## config.mk

```make
export PLATFORM = sky130hd
export DESIGN_NAME = switch_allocator
export DESIGN_NICKNAME = d
export VERILOG_FILES = /design/src/rtl/switch_allocator.sv
export SDC_FILE = /design/constraint.sdc
export NUM_CORES = 1
export LEC_CHECK = 0
export BUFFER_PORTS_ARGS = -buffer_cell sky130_fd_sc_hd__buf_2
export CORE_AREA = 2 2 175 108
export CTS_CLUSTER_DIAMETER = 40
export DETAILED_ROUTE_END_ITERATION = 10
export DIE_AREA = 0 0 177 110
export PLACE_DENSITY = 0.73
export SLEW_MARGIN = 10
export SYNTH_ARGS = -nofsm -noshare
export SYNTH_HDL_FRONTEND = slang
export SYNTH_SLANG_ARGS = --single-unit
```

## constraint.sdc

```tcl
create_clock -name clk -period 13.3 [get_ports clk]
set_input_delay 0.665 -clock clk [delete_from_list [all_inputs] [get_ports clk]]
set_output_delay 0.665 -clock clk [all_outputs]
set_load 0.05 [all_outputs]
```

## src/rtl/switch_allocator.sv

```systemverilog
// Separable input-first switch allocator: round-robin VC pick per input, then round-robin input pick per output.
// Grants are registered, so they are valid one edge after sampling; an output whose downstream_ready is low gets no grant.
module switch_allocator #(
  parameter int PORT_NUM  = 5,
  parameter int VC_NUM    = 2,
  parameter int PORT_SIZE = $clog2(PORT_NUM),
  parameter int VC_SIZE   = $clog2(VC_NUM)
) (
  input  logic                                          clk,
  input  logic                                          rst,
  input  logic [PORT_NUM-1:0][VC_NUM-1:0]               request,
  input  logic [PORT_NUM-1:0][VC_NUM-1:0][PORT_SIZE-1:0] out_port,
  input  logic [PORT_NUM-1:0]                           downstream_ready,
  output logic [PORT_NUM-1:0][PORT_SIZE-1:0]            input_vc_sel,
  output logic [PORT_NUM-1:0]                           valid_sel,
  output logic [PORT_NUM-1:0][VC_NUM-1:0]               vc_grant
);

  logic [PORT_NUM-1:0][VC_SIZE-1:0]   r_in_ptr;
  logic [PORT_NUM-1:0][PORT_SIZE-1:0] r_out_ptr;
  logic [PORT_NUM-1:0]                r_valid_sel;
  logic [PORT_NUM-1:0][PORT_SIZE-1:0] r_input_vc_sel;
  logic [PORT_NUM-1:0][VC_NUM-1:0]    r_vc_grant;

  logic [PORT_NUM-1:0]                w_s1_vld;
  logic [PORT_NUM-1:0][VC_SIZE-1:0]   w_s1_vc;
  logic [PORT_NUM-1:0][PORT_SIZE-1:0] w_s1_port;
  logic [PORT_NUM-1:0]                w_s2_vld;
  logic [PORT_NUM-1:0][PORT_SIZE-1:0] w_s2_in;
  logic [PORT_NUM-1:0]                w_in_gnt;
  logic [PORT_NUM-1:0][VC_NUM-1:0]    w_vc_grant;
  logic [PORT_NUM-1:0][VC_SIZE-1:0]   w_in_ptr_nxt;
  logic [PORT_NUM-1:0][PORT_SIZE-1:0] w_out_ptr_nxt;

  // Stage 1: a blocked VC is simply skipped, so it never hides an eligible sibling.
  always_comb begin
    logic [VC_SIZE:0]   v_sum;
    logic [VC_SIZE-1:0] v_idx;
    logic [PORT_SIZE-1:0] v_tgt;
    v_sum     = '0;
    v_idx     = '0;
    v_tgt     = '0;
    w_s1_vld  = '0;
    w_s1_vc   = '0;
    w_s1_port = '0;
    for (int p = 0; p < PORT_NUM; p++) begin
      for (int k = 0; k < VC_NUM; k++) begin
        v_sum = {1'b0, r_in_ptr[p]} + (VC_SIZE+1)'(k);
        if (v_sum >= (VC_SIZE+1)'(VC_NUM)) v_sum = v_sum - (VC_SIZE+1)'(VC_NUM);
        v_idx = v_sum[VC_SIZE-1:0];
        v_tgt = out_port[p][v_idx];
        if (!w_s1_vld[p] && request[p][v_idx] &&
            ({1'b0, v_tgt} < (PORT_SIZE+1)'(PORT_NUM)) && downstream_ready[v_tgt]) begin
          w_s1_vld[p]  = 1'b1;
          w_s1_vc[p]   = v_idx;
          w_s1_port[p] = v_tgt;
        end
      end
    end
  end

  always_comb begin
    logic [PORT_SIZE:0]   v_sum;
    logic [PORT_SIZE-1:0] v_q;
    v_sum    = '0;
    v_q      = '0;
    w_s2_vld = '0;
    w_s2_in  = '0;
    for (int o = 0; o < PORT_NUM; o++) begin
      for (int k = 0; k < PORT_NUM; k++) begin
        v_sum = {1'b0, r_out_ptr[o]} + (PORT_SIZE+1)'(k);
        if (v_sum >= (PORT_SIZE+1)'(PORT_NUM)) v_sum = v_sum - (PORT_SIZE+1)'(PORT_NUM);
        v_q = v_sum[PORT_SIZE-1:0];
        if (!w_s2_vld[o] && w_s1_vld[v_q] && (w_s1_port[v_q] == PORT_SIZE'(o))) begin
          w_s2_vld[o] = 1'b1;
          w_s2_in[o]  = v_q;
        end
      end
    end
  end

  always_comb begin
    w_in_gnt   = '0;
    w_vc_grant = '0;
    for (int o = 0; o < PORT_NUM; o++) begin
      for (int p = 0; p < PORT_NUM; p++) begin
        if (w_s2_vld[o] && (w_s2_in[o] == PORT_SIZE'(p))) begin
          w_in_gnt[p]               = 1'b1;
          w_vc_grant[p][w_s1_vc[p]] = 1'b1;
        end
      end
    end
  end

  always_comb begin
    logic [PORT_SIZE:0] v_po;
    logic [VC_SIZE:0]   v_pv;
    v_po          = '0;
    v_pv          = '0;
    w_out_ptr_nxt = '0;
    w_in_ptr_nxt  = '0;
    for (int o = 0; o < PORT_NUM; o++) begin
      v_po = {1'b0, w_s2_in[o]} + (PORT_SIZE+1)'(1);
      if (v_po >= (PORT_SIZE+1)'(PORT_NUM)) v_po = v_po - (PORT_SIZE+1)'(PORT_NUM);
      w_out_ptr_nxt[o] = v_po[PORT_SIZE-1:0];
    end
    for (int p = 0; p < PORT_NUM; p++) begin
      v_pv = {1'b0, w_s1_vc[p]} + (VC_SIZE+1)'(1);
      if (v_pv >= (VC_SIZE+1)'(VC_NUM)) v_pv = v_pv - (VC_SIZE+1)'(VC_NUM);
      w_in_ptr_nxt[p] = v_pv[VC_SIZE-1:0];
    end
  end

  // Pointers move only on a final grant; a stage-1 winner that loses stage 2 keeps its VC pointer.
  always_ff @(posedge clk or posedge rst) begin
    if (rst) begin
      r_in_ptr       <= '0;
      r_out_ptr      <= '0;
      r_valid_sel    <= '0;
      r_input_vc_sel <= '0;
      r_vc_grant     <= '0;
    end else begin
      r_valid_sel    <= w_s2_vld;
      r_input_vc_sel <= w_s2_in;
      r_vc_grant     <= w_vc_grant;
      for (int o = 0; o < PORT_NUM; o++) begin
        if (w_s2_vld[o]) r_out_ptr[o] <= w_out_ptr_nxt[o];
      end
      for (int p = 0; p < PORT_NUM; p++) begin
        if (w_in_gnt[p]) r_in_ptr[p] <= w_in_ptr_nxt[p];
      end
    end
  end

  assign valid_sel    = r_valid_sel;
  assign input_vc_sel = r_input_vc_sel;
  assign vc_grant     = r_vc_grant;

endmodule

```

==> flow_metrics.env, run 1 <==
export IMPL_timing_final_hold_violations=0
export IMPL_path_common_cell="sky130_fd_sc_hd__ha_1"
export IMPL_tightest_slew_ns=1.21
export IMPL_fin_crit_ns=6.41
export IMPL_post_cts_setup_buffer_count=0
export IMPL_ant_diodes=0
export IMPL_post_synth_most_frequent_cells="129 x sky130_fd_sc_hd__nor2_1, 107 x sky130_fd_sc_hd__a21oi_1, 104 x sky130_fd_sc_hd__nand2_1"
export IMPL_cts_repair_resize_count=0
export IMPL_synth_seq_area_share=0.129
export IMPL_metal_1_wl_mm=15.2
export IMPL_routed_wl_met3_mm=4.36
export IMPL_dp_cells=1588
export IMPL_starting_utilization_of_the_core_area=0.543
export IMPL_postLayoutCoreUtil=0.573
export IMPL_post_route_drc_count=0
export IMPL_synth_largest_type_area_fraction=0.129
export IMPL_clock_root_buffer="sky130_fd_sc_hd__clkbuf_16"
export IMPL_buffer_ports_inserted=76
export IMPL_grt_pass1_vias=9314
export IMPL_n_fill_cell=1712
export IMPL_synth_compound_area_frac=0.318
export IMPL_grt_util_all_layers=0.330
export IMPL_max_freq_mhz=156
export IMPL_min_period_over_period=0.482
export IMPL_syn_mean_instance_area_um2=7.26
export IMPL_cts_made_buffers=5
export IMPL_clkLatencyLatePin_ns=0.31
export IMPL_antenna_found_initial=1
export IMPL_design_die_area_mm2=0.0195
export IMPL_detailedRoute_firstIterationViolations=1730
export IMPL_final_layout_size_suffix_gt1_frac=0.119
export IMPL_routed_wl_mm=32.4
export IMPL_global_route_wire_length_before_repair_mm=50.8
export IMPL_timing_critical_path_arrival_ns=6.61
export IMPL_final_setup_skew_ns=0.0113
export IMPL_postSynthNetCount=1454
export IMPL_grt_max_degree=51
export IMPL_synth_xor_xnor_area_share=0.0362
export IMPL_rsz0062_at_grt="no"
export IMPL_row_count=38
export IMPL_synth_cell_area_mm2=0.00969
export IMPL_synth_top_area_cell="sky130_fd_sc_hd__dfrtp_1"
export IMPL_detailroute_via_count=10800
export IMPL_timing_setup_tns_ns=0
export IMPL_rr_worst_depth=17
export IMPL_wl_met2_mm=12.4
export IMPL_chipWidth_um=177
export IMPL_route_detailed_vias_per_inst=6.74
export IMPL_grt_overflow=0
export IMPL_setup_viol_count_final=0
export IMPL_setup_worst_path_class="flip-flop to flip-flop"
export IMPL_hold_buffers=0
export IMPL_cap_violations=0
export IMPL_type_of_destination_of_the_critical_path="flip-flop"
export IMPL_synth_mux_area_frac=0.0635
export IMPL_num_io_pins=77
export IMPL_yosys_top_cells_area="sky130_fd_sc_hd__dfrtp_1 13%, sky130_fd_sc_hd__ha_1 8.7%, sky130_fd_sc_hd__a21oi_1 5.5%"
export IMPL_worst_hold_path_type="primary input to async pin"
export IMPL_synth_top_family_by_area="compound AO/OA/AOI/OAI gates"
export IMPL_topRoutingLayerUsed="met5"
export IMPL_nNetsFinal=1474
export IMPL_dp_final_hpwl_mm=25.2
export IMPL_synthArstFlopShare=1.00
export IMPL_post_synth_num_cell_types=112
export IMPL_post_synth_and_or_nand_nor_area_fraction=0.296
export IMPL_status="finished clean"
export IMPL_worst_setup_hold_path_clk_slew_ns=0.09
export IMPL_max_clock_path_buffers=2
export IMPL_crit_path_max_fanout=23
export IMPL_worstSetupStartpointType="flip-flop"
export IMPL_finalNonFillerCells=1596
export IMPL_ys_seq_elements=50
export IMPL_fp_dieH_um=110
export IMPL_timing_critical_path_slowest_stage_cell="sky130_fd_sc_hd__dfrtp_1"
export IMPL_max_slew_margin_rel=0.187
export IMPL_regToRegEndpoint="r_in_ptr[2]$_DFFE_PP0P_"
export IMPL_ys_warn_count=0
export IMPL_clkSinkCount=50
export IMPL_tritoncts="built"
export IMPL_layout_area_overhead_vs_synth_pct=5.49
export IMPL_synth_most_common_cell="sky130_fd_sc_hd__nor2_1"
export IMPL_globalplace_congestion=1.04
export IMPL_synth_adder_area_share=0.0969
export IMPL_critical_path_cell_chain="clkinv_1, ha_1, ha_1, a21boi_0, o31ai_1, xor2_1, nor3b_1, a21oi_1, a211o_1, nand2_1, nand2_1, a21oi_1, inv_1, ha_1, a32oi_1, o211ai_1, mux2_1"
export IMPL_cts_htree_levels=2
export IMPL_r2r_slack_ns=6.89
export IMPL_syn_instance_count=1335
export IMPL_synth_edf_count=0
export IMPL_postRouteAntennaNets=0
export IMPL_route_detailed_wl_per_inst_um=20.3
export IMPL_ys_dominant_reg_cell="sky130_fd_sc_hd__dfrtp_1"
export IMPL_placeableCoreArea_mm2=0.0178
export IMPL_drtPass1Iterations=6
export IMPL_crit_path_max_incr_delay_ns=0.84
export IMPL_reg2reg_from="r_out_ptr[12]$_DFFE_PP0P_"
export IMPL_cp_data_required_time_ns=13.50
export IMPL_maxSlewViolCount=0
==> metal layers <==
layer  track usage  vias up
met4        0.0490        2
met2         0.452      652
met5        0.0365        -
li1              -     5034
met3        0.0905       47
met1         0.509     5025
==> layout by cell type, fill, tap and decap left out, types with 7 or more instances in the layout <==
cell type                     n
sky130_fd_sc_hd__a22oi_1      7
sky130_fd_sc_hd__ha_1        67
sky130_fd_sc_hd__nor3_1      52
sky130_fd_sc_hd__buf_2       76
sky130_fd_sc_hd__o21ai_0     76
sky130_fd_sc_hd__nand3b_1    11
sky130_fd_sc_hd__a31oi_1     16
sky130_fd_sc_hd__mux2_2      10
sky130_fd_sc_hd__o31ai_1     12
sky130_fd_sc_hd__o2111ai_1    8
sky130_fd_sc_hd__nand2_1    104
sky130_fd_sc_hd__a211oi_1    20
sky130_fd_sc_hd__a32oi_1     10
sky130_fd_sc_hd__and2_1      15
sky130_fd_sc_hd__xnor2_1     32
sky130_fd_sc_hd__o211ai_1    28
sky130_fd_sc_hd__a311oi_1     8
sky130_fd_sc_hd__a21o_1      14
sky130_fd_sc_hd__nand3_1     39
sky130_fd_sc_hd__nand2b_1    39
sky130_fd_sc_hd__nor2b_1     27
sky130_fd_sc_hd__and3_1      14
sky130_fd_sc_hd__nor2_1     129
sky130_fd_sc_hd__inv_1       65
sky130_fd_sc_hd__mux2i_1     43
sky130_fd_sc_hd__o21a_1       9
sky130_fd_sc_hd__o22ai_1     16
sky130_fd_sc_hd__or3_1        8
sky130_fd_sc_hd__nor4_1      17
sky130_fd_sc_hd__dfrtp_1     50
sky130_fd_sc_hd__or2_2       10
sky130_fd_sc_hd__a21oi_1    107
sky130_fd_sc_hd__nor3b_1     13
sky130_fd_sc_hd__xor2_1       8
sky130_fd_sc_hd__nand4_1      8
sky130_fd_sc_hd__o32ai_1     10
==> logic make-up (layout without fill, tap and decap cells) <==
kind of cell             after synthesis  count (layout)
AO/OA/AOI/OAI                        439             439
multiplexers                          59              59
AND/OR/NAND/NOR                      539             539
adder cells (fa/ha/maj)               72              72
XOR/XNOR                              40              40
buffers and inverters                136             157
flip-flops                            50              50
==> worst max path at each step <==
stage,from,end
finish,r_out_ptr[12]$_DFFE_PP0P_,r_in_ptr[2]$_DFFE_PP0P_
detailed placement,r_out_ptr[12]$_DFFE_PP0P_,r_in_ptr[4]$_DFFE_PP0P_
floorplan,r_out_ptr[3]$_DFFE_PP0P_,r_in_ptr[3]$_DFFE_PP0P_
global route,r_out_ptr[12]$_DFFE_PP0P_,r_in_ptr[4]$_DFFE_PP0P_
CTS,r_out_ptr[12]$_DFFE_PP0P_,r_in_ptr[4]$_DFFE_PP0P_
global placement,r_out_ptr[12]$_DFFE_PP0P_,r_in_ptr[3]$_DFFE_PP0P_
==> state kept, by name (all words and copies together) (netlist names) <==
name / flops
r_in_ptr: 5
vc_grant: 10
valid_sel: 5
input_vc_sel: 15
r_out_ptr: 15
==> metrics by stage <==
step                setup WS (ns)  hold slack [ns]  area (um^2)
finish                       6.89            0.545        10200
global route                 6.46            0.629        10200
CTS                          7.06            0.575        10200
detailed placement           7.09            0.723        10100
global placement             7.05            0.711        10100
floorplan                    7.89            0.644         9690
==> critical path: cells and delay by family (launching register included) <==
family	cells	cell delay (ns)
DFF	1	0.84
AOI/OAI and AO/OA	7	2.39
adders and majority gates	3	1.06
buffers and inverters	2	0.66
muxes	1	0.37
and+or+nand+nor	3	0.64
xor gates and xnor gates	1	0.33
==> cell type report <==
type                    instances  area (um^2)  share of cell area
repair buffers                 79          403              0.0394
clock buffers                   5          125              0.0122
multi-input cells            1149         7850               0.768
flip-flops and latches         50         1250               0.122
well taps                     240          300              0.0294
clock inverters                 3         26.3             0.00257
inverters                      70          263              0.0257
Power of run 1 is left out: the tool's default activity adds up to more than one toggle a clock period on the data nets, which glitch-free logic cannot reach.
==> run 2: changes to the inputs <==
--- a/config.mk
+++ b/config.mk
@@ -10,7 +10,7 @@
 export CTS_CLUSTER_DIAMETER = 40
 export DETAILED_ROUTE_END_ITERATION = 10
 export DIE_AREA = 0 0 177 110
-export PLACE_DENSITY = 0.73
+export PLACE_DENSITY = 0.76
 export SLEW_MARGIN = 10
 export SYNTH_ARGS = -nofsm -noshare
 export SYNTH_HDL_FRONTEND = slang
==> constraint.sdc (replaced) <==
create_clock -name clk -period 5.8 [get_ports clk]
set_input_delay 0.29 -clock clk [delete_from_list [all_inputs] [get_ports clk]]
set_output_delay 0.29 -clock clk [all_outputs]
set_load 0.05 [all_outputs]
==> run 2 against run 1 <==
Net effect:
- design area increased by 3.8%
- non-clock buffer count increased by 43
- utilization increased by 2.2 points
- clock skew barely moved
- die area unchanged
- cell count up 2.7%
- routed wire length grew 1.8%
- critical path type unchanged
- count of clock-buffer cells in the layout up 1
- first-iteration DRC count down 7.1%
- critical path depth unchanged
==> flow_metrics.env, run 2 (synthesis results as in run 1) <==
export IMPL_nNetsFinal=1517
export IMPL_hold_buffers=0
export IMPL_grt_max_degree=51
export IMPL_critical_path_cell_chain="or4_1, o31a_1, o32ai_2, a311oi_2, a21oi_1, nor4_1, or4_4, or3_4, or4_4, nor2_1, a21o_1, inv_1, ha_1, ha_1, a222oi_1, and3_1, mux2_1"
export IMPL_cap_violations=0
export IMPL_route_detailed_wl_per_inst_um=20.1
export IMPL_maxSlewViolCount=0
export IMPL_row_count=38
export IMPL_regToRegEndpoint="r_in_ptr[3]$_DFFE_PP0P_"
export IMPL_detailedRoute_firstIterationViolations=1608
export IMPL_detailroute_via_count=10900
export IMPL_clkSinkCount=50
export IMPL_rr_worst_depth=17
export IMPL_setup_viol_count_final=0
export IMPL_timing_critical_path_arrival_ns=5.83
export IMPL_global_route_wire_length_before_repair_mm=51.5
export IMPL_crit_path_max_incr_delay_ns=0.57
export IMPL_worst_setup_path_endpoint="r_in_ptr[3]$_DFFE_PP0P_"
export IMPL_dp_cells=1629
export IMPL_postRouteAntennaNets=0
export IMPL_status="finished clean"
export IMPL_setup_worst_path_class="flip-flop to flip-flop"
export IMPL_max_freq_mhz=177
export IMPL_starting_utilization_of_the_core_area=0.543
export IMPL_num_io_pins=77
export IMPL_antenna_found_initial=2
export IMPL_worst_hold_path_type="primary input to async pin"
export IMPL_timing_final_hold_violations=0
export IMPL_crit_path_max_fanout=22
export IMPL_drtPass1Iterations=6
export IMPL_timing_setup_tns_ns=0
export IMPL_reg2reg_from="r_in_ptr[0]$_DFFE_PP0P_"
export IMPL_grt_overflow=0
export IMPL_finalNonFillerCells=1639
export IMPL_routed_wl_mm=33.0
export IMPL_post_route_drc_count=0
export IMPL_worst_setup_hold_path_clk_slew_ns=0.08
export IMPL_chipWidth_um=177
export IMPL_final_hold_worst_slack_ns=0.171
export IMPL_fin_crit_ns=5.64
export IMPL_most_common_library_cell_in_the_layout_ignoring_fill_and_taps="sky130_fd_sc_hd__nor2_1"
export IMPL_final_layout_size_suffix_gt1_frac=0.155
export IMPL_tritoncts="built"
export IMPL_worstSetupStartpointType="flip-flop"
export IMPL_grt_util_all_layers=0.333
export IMPL_layout_area_overhead_vs_synth_pct=9.53
export IMPL_design_die_area_mm2=0.0195
export IMPL_ant_diodes=0
export IMPL_n_fill_cell=1669
export IMPL_max_slew_margin_rel=0.417
export IMPL_placeableCoreArea_mm2=0.0178
export IMPL_dp_final_hpwl_mm=25.7
export IMPL_cts_htree_levels=2
export IMPL_layout_common_cells="129 x sky130_fd_sc_hd__nor2_1, 107 x sky130_fd_sc_hd__a21oi_1, 104 x sky130_fd_sc_hd__nand2_1, 76 x sky130_fd_sc_hd__buf_2, 75 x sky130_fd_sc_hd__o21ai_0"
export IMPL_route_detailed_vias_per_inst=6.67
export IMPL_tightest_slew_ns=0.868
export IMPL_min_period_over_period=0.973
export IMPL_max_clock_path_buffers=2
export IMPL_fp_dieH_um=110
export IMPL_final_setup_skew_ns=0.0110
export IMPL_cts_made_buffers=5
export IMPL_timing_critical_path_slowest_stage_cell="sky130_fd_sc_hd__or4_1"
export IMPL_r2r_slack_ns=0.16
export IMPL_grt_pass1_vias=9407
export IMPL_globalplace_congestion=1.05
export IMPL_postLayoutCoreUtil=0.595
export IMPL_cp_data_required_time_ns=5.99
export IMPL_buffer_ports_inserted=76
export IMPL_cp_startpoint="r_in_ptr[0]$_DFFE_PP0P_"
export IMPL_type_of_destination_of_the_critical_path="flip-flop"
export IMPL_clkLatencyLatePin_ns=0.31
export IMPL_rsz0062_at_grt="no"
export IMPL_clock_root_buffer="sky130_fd_sc_hd__clkbuf_16"
-- run 2: changes by cell type in the layout (fill, tap and decap cells not counted), sizes merged --
cell    previous run  this run
clkinv             3         4
buf               79       122
clkbuf             5         6
inv               70        68
-- run 2: through the flow --
step / setup WS (ns) / area, um^2
3_3_place_gp: 0.346 / 10400
4_1_cts: 0.101 / 10500
5_1_grt: 0.0136 / 10600
6_report: 0.158 / 10600
3_5_place_dp: 0.133 / 10400
2_1_floorplan: 0.393 / 9690
-- run 2: final cells by class --
cell class | instances | area (um^2) | area share
repair buffers | 122 | 726 | 0.0684
inverters | 70 | 263 | 0.0248
clock buffers | 6 | 139 | 0.0131
clock inverters | 2 | 17.5 | 0.00165
flip-flops and latches | 50 | 1260 | 0.119
multi-input cells | 1149 | 7910 | 0.745
well taps | 240 | 300 | 0.0283
-- run 2: worst max-delay path: cells and delay by family, from the launching register on --
family / cells / cell delay (ns)
buf+inv: 1 / 0.12
compound gates: 6 / 1.57
flops: 1 / 0.56
fa+ha+maj: 2 / 0.43
simple gates: 7 / 2.48
mux: 1 / 0.34
-- run 2: routing by layer --
layer	track usage	part of all wire	vias to the layer above
met5	0	0.00024	-
met4	0.0531	0.012	2
met3	0.103	0.13	48
met2	0.453	0.38	679
met1	0.511	0.47	5076
li1	-	-	5133
-- run 2: timing repair --
item / CTS / global route
setup buffers: 0 / 2
gates resized for setup: 0 / 17
endpoints found under the hold margin: 0 / 0
endpoints found under the setup margin: 0 / 8
-- run 2: how the worst min path moves through the flow --
stage                                             to  slack [ns]
after floorplan                vc_grant[7]$_DFF_PP0_        0.49
after global placement    input_vc_sel[10]$_DFF_PP0_        0.52
after detailed placement  input_vc_sel[10]$_DFF_PP0_        0.53
after CTS                  input_vc_sel[3]$_DFF_PP0_        0.20
after global routing      input_vc_sel[10]$_DFF_PP0_        0.23
final                      input_vc_sel[3]$_DFF_PP0_        0.17
Power of run 2 is left out for the same reason.
